## src/rtl/motor_pkg.sv

```systemverilog
// Shared types and constants for the motor soft-start/soft-stop ramp sequencer.
package motor_pkg;

  localparam int DUTY_W     = 4;
  localparam int PWM_PERIOD = 16;

  typedef enum logic [2:0] {
    IDLE,
    UP,
    DOWN,
    HOLD,
    KICK
  } ramp_state_t;

endpackage

```

## src/rtl/ramp_step_timer.sv

```systemverilog
// PWM-period phase counter plus the boundary counter that paces one-level duty steps.
module ramp_step_timer
  import motor_pkg::*;
#(
  parameter int STEP_PERIODS = 4
) (
  input  logic clk,
  input  logic rst,
  input  logic run,
  input  logic clr,
  output logic boundary,
  output logic step
);

  localparam int PH_W = $clog2(PWM_PERIOD);
  localparam logic [PH_W-1:0] PH_LAST = PH_W'(PWM_PERIOD - 1);
  localparam logic [7:0] CNT_LAST = 8'(STEP_PERIODS - 1);

  logic [PH_W-1:0] phase;
  logic [7:0]      step_cnt;

  assign boundary = (phase == PH_LAST);
  assign step     = run && !clr && boundary && (step_cnt == CNT_LAST);

  always_ff @(posedge clk) begin
    if (rst) begin
      phase    <= '0;
      step_cnt <= '0;
    end else begin
      phase <= phase + PH_W'(1);
      if (!run || clr) begin
        step_cnt <= '0;
      end else if (boundary) begin
        step_cnt <= (step_cnt == CNT_LAST) ? 8'd0 : step_cnt + 8'd1;
      end
    end
  end

endmodule

```

## src/rtl/motor_ramp_ctrl.sv

```systemverilog
// Soft-start/soft-stop duty sequencer for the motor PWM stage.
// Define MOTOR_RAMP_KICK_EN to add a full-duty breakaway kick when starting from IDLE.
module motor_ramp_ctrl
  import motor_pkg::*;
#(
  parameter int STEP_PERIODS = 4,
  parameter int KICK_PERIODS = 2
) (
  input  logic              clk,
  input  logic              rst,
  input  logic              enable,
  input  logic [DUTY_W-1:0] target,
  input  logic              target_valid,
  output logic [DUTY_W-1:0] duty,
  output logic              busy,
  output logic              at_target
);

  if (STEP_PERIODS < 1 || STEP_PERIODS > 255 || KICK_PERIODS < 1 || KICK_PERIODS > 255) begin : g_bad_param
    $error("motor_ramp_ctrl: STEP_PERIODS and KICK_PERIODS must be 1..255");
  end

  ramp_state_t       state, state_nxt, dir;
  logic [DUTY_W-1:0] target_reg, eff_target, duty_nxt, tgt_nxt;
  logic              boundary, step, run, clr;

  assign eff_target = enable ? target_reg : {DUTY_W{1'b0}};
  assign tgt_nxt    = target_valid ? target : target_reg;
  assign run        = (state == UP) || (state == DOWN);
  // Any disagreement between the registered state and the wanted direction restarts pacing.
  assign clr        = (dir != state);

  ramp_step_timer #(.STEP_PERIODS(STEP_PERIODS)) u_timer (
    .clk      (clk),
    .rst      (rst),
    .run      (run),
    .clr      (clr),
    .boundary (boundary),
    .step     (step)
  );

  always_comb begin
    if (duty < eff_target)       dir = UP;
    else if (duty > eff_target)  dir = DOWN;
    else if (eff_target == '0)   dir = IDLE;
    else                         dir = HOLD;
  end

`ifdef MOTOR_RAMP_KICK_EN
  localparam logic [7:0] KICK_LAST = 8'(KICK_PERIODS - 1);
  logic [7:0] kick_cnt, kick_cnt_nxt;
`endif

  always_comb begin
    state_nxt = dir;
    duty_nxt  = duty;
`ifdef MOTOR_RAMP_KICK_EN
    kick_cnt_nxt = kick_cnt;
`endif
    if (boundary && step) begin
      duty_nxt = (state == UP) ? duty + DUTY_W'(1) : duty - DUTY_W'(1);
    end
`ifdef MOTOR_RAMP_KICK_EN
    if (state == IDLE && dir == UP) begin
      state_nxt = KICK;
    end else if (state == KICK) begin
      if (eff_target == '0) begin
        state_nxt = DOWN;
      end else begin
        state_nxt = KICK;
        // First boundary raises to full duty; the count then spans whole periods.
        if (boundary) begin
          if (duty != '1) begin
            duty_nxt     = '1;
            kick_cnt_nxt = 8'd0;
          end else if (kick_cnt == KICK_LAST) begin
            duty_nxt  = DUTY_W'(1);
            state_nxt = UP;
          end else begin
            kick_cnt_nxt = kick_cnt + 8'd1;
          end
        end
      end
    end
`endif
  end

  always_ff @(posedge clk) begin
    if (rst) begin
      state      <= IDLE;
      duty       <= '0;
      target_reg <= '0;
      busy       <= 1'b0;
      at_target  <= 1'b1;
`ifdef MOTOR_RAMP_KICK_EN
      kick_cnt   <= 8'd0;
`endif
    end else begin
      state      <= state_nxt;
      duty       <= duty_nxt;
      target_reg <= tgt_nxt;
      busy       <= (state_nxt == UP) || (state_nxt == DOWN) || (state_nxt == KICK);
      at_target  <= (duty_nxt == (enable ? tgt_nxt : {DUTY_W{1'b0}}));
`ifdef MOTOR_RAMP_KICK_EN
      kick_cnt   <= kick_cnt_nxt;
`endif
    end
  end

endmodule
```

## config.mk

```make
export PLATFORM = sky130hd
export DESIGN_NAME = motor_ramp_ctrl
export DESIGN_NICKNAME = d
export VERILOG_FILES = /design/src/rtl/motor_pkg.sv /design/src/rtl/ramp_step_timer.sv /design/src/rtl/motor_ramp_ctrl.sv
export SDC_FILE = /design/constraint.sdc
export NUM_CORES = 1
export LEC_CHECK = 0
export CAP_MARGIN = 20
export CORE_AREA = 8 8 67 69
export DETAILED_ROUTE_END_ITERATION = 12
export DIE_AREA = 0 0 75 77
export PLACE_DENSITY_LB_ADDON = 0.12
export SLEW_MARGIN = 20
export SYNTH_ARGS = -nofsm -noshare
export SYNTH_HDL_FRONTEND = slang
export SYNTH_SLANG_ARGS = --single-unit
```

## constraint.sdc

```tcl
create_clock -name clk -period 3.75 [get_ports clk]
set_input_delay 1.125 -clock clk [delete_from_list [all_inputs] [get_ports clk]]
set_output_delay 1.125 -clock clk [all_outputs]
set_load 0.03 [all_outputs]
```

[Yosys cells after proc, flatten, opt, wreduce, memory -nomap -nowiden]
Index checks and enable logic that the tools add are counted.
Cells by class
  equality and inequality tests: 9
  reduce and logical (&&, ||, !) cells: 12
  add/subtract/negate cells: 4
  muxes and demuxes: 9
  order comparisons: 2
Operators with widths (number)
  $mux 4: 5
  $add 4x1->4 const B: 2
  $add 8x1->8 const B: 1
  $eq 8x2->1 const B: 1
  $mux 8: 1
  $eq 3x1->1 const B: 2
  $eq 3x2->1 const B: 2
  $mux 2: 3
  $eq 4x4->1: 1
  $eq 4x4->1 const B: 1
  $gt 4x4->1: 1
  $logic_and 1x1->1: 4
  $logic_not 4->1: 1
  $logic_or 1x1->1: 4
  $lt 4x4->1: 1
  $sub 4x1->4 const B: 1
  $eq 3x3->1 const B: 1
  $ne 3x3->1: 1
  $logic_not 1->1: 2
  $reduce_or 2->1: 1
Storage, ports and cells
  input port bits: 8
  output and inout bits: 6
  bits in registers: 25
  word-level logic and storage cells: 43

[Longest topological paths before layout]
  depth in word-level cells: 13
  mapped depth: 10
  mapped depth without buffers: 10

[Cells and area by module]
Synthesis repeated with hierarchy kept, for this count alone.
Unflattened totals
  cell total of the unflattened synthesis: 151
  area, all modules: 1346.3 µm²
By module, submodules not included
  motor_ramp_ctrl: cells an instance 89, times used 1, sequential area each 240.2 µm², area each 773.2 µm²
  ramp_step_timer: cells an instance 62, times used 1, sequential area each 240.2 µm², area each 573.0 µm²

[Worst setup path after synthesis]
OpenSTA, ideal clock, no wires.
  path type: input-to-reg
  start point: in enable
  end point: reg u_timer.step_cnt[0]
  setup slack: 708 ps
  arrival time: 2969 ps
  cell stages on the path: 10
  library setup time: 73 ps
  data required time: 3677 ps
  path buffers: 2
  cells stage by stage: buf_2 nand2_1 ha_1 nor2b_1 o31ai_1 and2b_2 nor3_1 or3b_1 buf_6 nor3_4
Between the ends
  cells in the longest elaborated chain, start to end: 8
  elaborated cells between the ends (all ways): 10
  those cells by class: 2 x order compare; 1 x eq/ne; 4 x mux; 3 x reduce/logical
RTL lines
  start: declaration: RTL line motor_ramp_ctrl.sv:11  | input logic enable,
  $mux 4 *: RTL line motor_ramp_ctrl.sv:27  | assign eff_target = enable ? target_reg : {DUTY_W{1'b0}};
  branches (longest 3 deep; another with $gt 4x4->1)
  $mux 2 *: RTL line motor_ramp_ctrl.sv:43  | if (duty < eff_target) dir = UP;
  $ne 3x3->1 *: RTL line motor_ramp_ctrl.sv:31  | assign clr = (dir != state);
  $logic_or 1x1->1 *: RTL line ramp_step_timer.sv:31  | if (!run || clr) begin
  $reduce_or 2->1 (no source line) *
  end signal: assignment: RTL line ramp_step_timer.sv:34  | step_cnt <= (step_cnt == CNT_LAST) ? 8'd0 : step_cnt + 8'd1;
  end: declaration: RTL line ramp_step_timer.sv:20  | logic [7:0] step_cnt;
Every way passes the cells marked *.
A chain may end at the register's enable or synchronous reset.

[Worst setup path after layout]
Same ends and word-level chain as after synthesis.

==> flow_summary_export.csv <==
group,metric,value,unit
floorplan,dieArea,5780,sq um
detailed_routing,firstDrtPassIters,4,
pwr,power.static_leakage,0.618,nW
synth,yosys_register_bits,24,
detailed_routing,route.vias.total,1004,
clocking,cts.clk_slew.worst_paths,0.14,ns
clocking,clock_tree_from_tritoncts,"done",
place,hpwlAfterDp,1990,microns
synth,yosys-top-cells-area,"dfxtp_1 (36%), ha_1 (8.5%), xnor2_1 (7.3%)",
floorplan,fp.dieW,75,microns
timing,final_min_period_over_clock_period,0.874,
detailed_routing,routed_wire_length_per_instance,12.2,microns
worst_setup_path,critical_path_class,"in2reg",
detailed_routing,drcViolationCount,0,
detailed_routing,dr.first_iter.drc_count,31,
place,io_buffer_count,13,
clocking,cts.hold.buffers_added,0,
timing,timing.final.crit_period,3.28,ns
synth,synth-async-reset-ratio,0,
final_layout,fin_nets,176,
clocking,post_cts_setup_inserts,0,
global_routing,track_usage,0.0923,
detailed_routing,vias_per_cell,4.90,
floorplan,floorplan.initialDensity,0.378,
floorplan,std_cell_rows,22,
synth,synth_warnings,0,
worst_setup_path,crit_path_max_fanout,9,
run_status,status,"complete, no violations",
timing,slew_limit_fails,0,
final_layout,regMostFlops,"u_timer.step_cnt",
worst_setup_path,crit_arrival,3.54,ns
timing,setup_violations,0,
detailed_routing,ant_nets,0,
floorplan,die_h,77,microns
final_layout,sequential_cell_area,480,sq um
synth,syn-mean-instance-area,9.37,sq um
place,detailed_place.area,1510,sq um
final_layout,diodes,0,
worst_setup_path,worst_setup_path_end_kind,"register",
timing,fin_skew,0.00480,ns
clocking,cts_root_buffer,"clkbuf_4",
timing,worst_hold_slack,0.452,ns
synth,synth.distinct_cells,35,
place,routabilityCongestion,0.776,
worst_setup_path,required,4.01,ns
clocking,clk_path_buf_depth,2,
clocking,cts.sink_count,24,
final_layout,largest_register_ffs,8,
pwr,design_power_total,0.548,mW
synth,synth-edff-count,0,
global_routing,grt_antenna_before_repair,0,
pwr,pwr_density_cell,351,nW/um^2
synth,synth.yosys.seq_area_share,0.364,
global_routing,first_global_vias,993,
min_path,hp-class,"reg2reg",
final_layout,final_common_cell,"dfxtp_1",
timing,setup_tns_final,0,ns
synth,synth-main-ff-cell,"dfxtp_1",
synth,synthDominantCellAreaShare,0.364,
timing,slew_headroom,0.718,
timing,hold_viol,0,
final_layout,layout_common_cells,"dfxtp_1 (24), nor2_1 (16), nand2_1 (14), clkdlybuf4s50_1 (13), xnor2_1 (11)",
synth,post_synth_instance_area,1320,sq um
global_routing,grt_first_pass_wirelength,4290,microns
synth,yosys.area.top_type,"dfxtp_1",
final_layout,number_of_fill_cells_in_the_layout,369,
global_routing,global_route.overflow_total,0,
timing,setup_ws,0.471,ns
worst_setup_path,start_kind,"input pin",
clocking,cts-htree-levels,1,
timing,worst_pin_slew,0.420,ns
clocking,cts.repair.resized,0,
global_routing,grt_start_max_net_pins,17,
floorplan,coreArea,3500,sq um
floorplan,boundaryPins,14,
clocking,worstSkewPairLatency,0.32,ns
place,post-place-ws,0.138,ns
pwr,vdd_drop_max,0.000143,V
final_layout,final_design_area_no_fill,1560,sq um
detailed_routing,routed_wl,2490,microns
final_layout,multi_input_comb_area,806,sq um
timing,maxClockFrequency,305,MHz
final_layout,fraction_of_final_layout_cells_sized_beyond_drive_strength_1,0.108,
final_layout,area_growth_syn_to_layout,18.3,%
synth,post_synth_inst_count,141,
synth,syn-num-nets,159,
clocking,cts-buffers-inserted,3,
timing,grt_setup_unrepaired,"false",
run,max_cap_violations,0,
-- stage by stage --
stage               cells   util
finish                205  0.447
global route          205  0.447
CTS                   205  0.447
detailed placement    201  0.432
global placement      201  0.432
floorplan             141      -
-- layer usage --
| layer | global-route usage | vias up | wire length, microns |
|---|---|---|---|
| met5 | 0 | - | 0 |
| met1 | 0.112 | 476 | 1200 |
| met2 | 0.151 | 13 | 1220 |
| met3 | 0.0156 | 2 | 48 |
| met4 | 0.0412 | 0 | 24 |
| li1 | - | 513 | - |
-- cell families (layout without fill, tap and decap cells) --
kind of cell    after synthesis  count (layout)  share of synthesized area
simple gates                 58              58                      0.229
flops                        24              24                      0.364
xor+xnor                     19              19                      0.126
compound gates               15              15                     0.0900
fa+ha+maj                    10              10                      0.100
mux                           8               8                     0.0644
buf+inv                       7              23                     0.0265
-- layout make-up --
cell class | count | share of cell area
clock inverters | 1 | 0.0192
clock buffers | 3 | 0.0144
repair buffers | 16 | 0.0977
flip-flops and latches | 24 | 0.307
well taps | 48 | 0.0384
multi-input cells | 110 | 0.516
inverters | 3 | 0.00721
-- synthesized netlist by cell type (all sizes together), types with 2 or more instances --
| cell | number |
|---|---|
| a21o | 2 |
| a21oi | 6 |
| and2b | 2 |
| and3 | 3 |
| and4 | 2 |
| buf | 2 |
| clkbuf | 2 |
| dfxtp | 24 |
| ha | 9 |
| inv | 3 |
| mux2 | 4 |
| mux2i | 4 |
| nand2 | 14 |
| nand3 | 3 |
| nand4 | 2 |
| nor2 | 16 |
| nor2b | 6 |
| nor3 | 4 |
| or3 | 2 |
| xnor2 | 11 |
| xor2 | 8 |
-- critical path: stages --
cell,delay (ns)
clkdlybuf4s50_1,0.61
nand2_1,0.09
ha_1,0.29
and4_1,0.25
nor3_1,0.35
nor3_1,0.09
or3b_1,0.51
nor3_4,0.22
-- worst paths after layout --
kind	from	to	slack, ns	cells after the start
setup / recovery	enable	u_timer.step_cnt[0]	0.47	8
hold / removal	u_timer.phase[0]	u_timer.phase[0]	0.45	1
setup reg to reg	duty[0]	u_timer.step_cnt[0]	1.43	7
hold reg to reg	u_timer.phase[0]	u_timer.phase[0]	0.45	1
-- where the power goes --
group	internal, mW	total [mW]	switching (mW)
Clock	0.108	0.193	0.0845
Sequential	0.265	0.271	0.00641
Combinational	0.0417	0.0846	0.0428
Power figures use the tool's default switching activity.
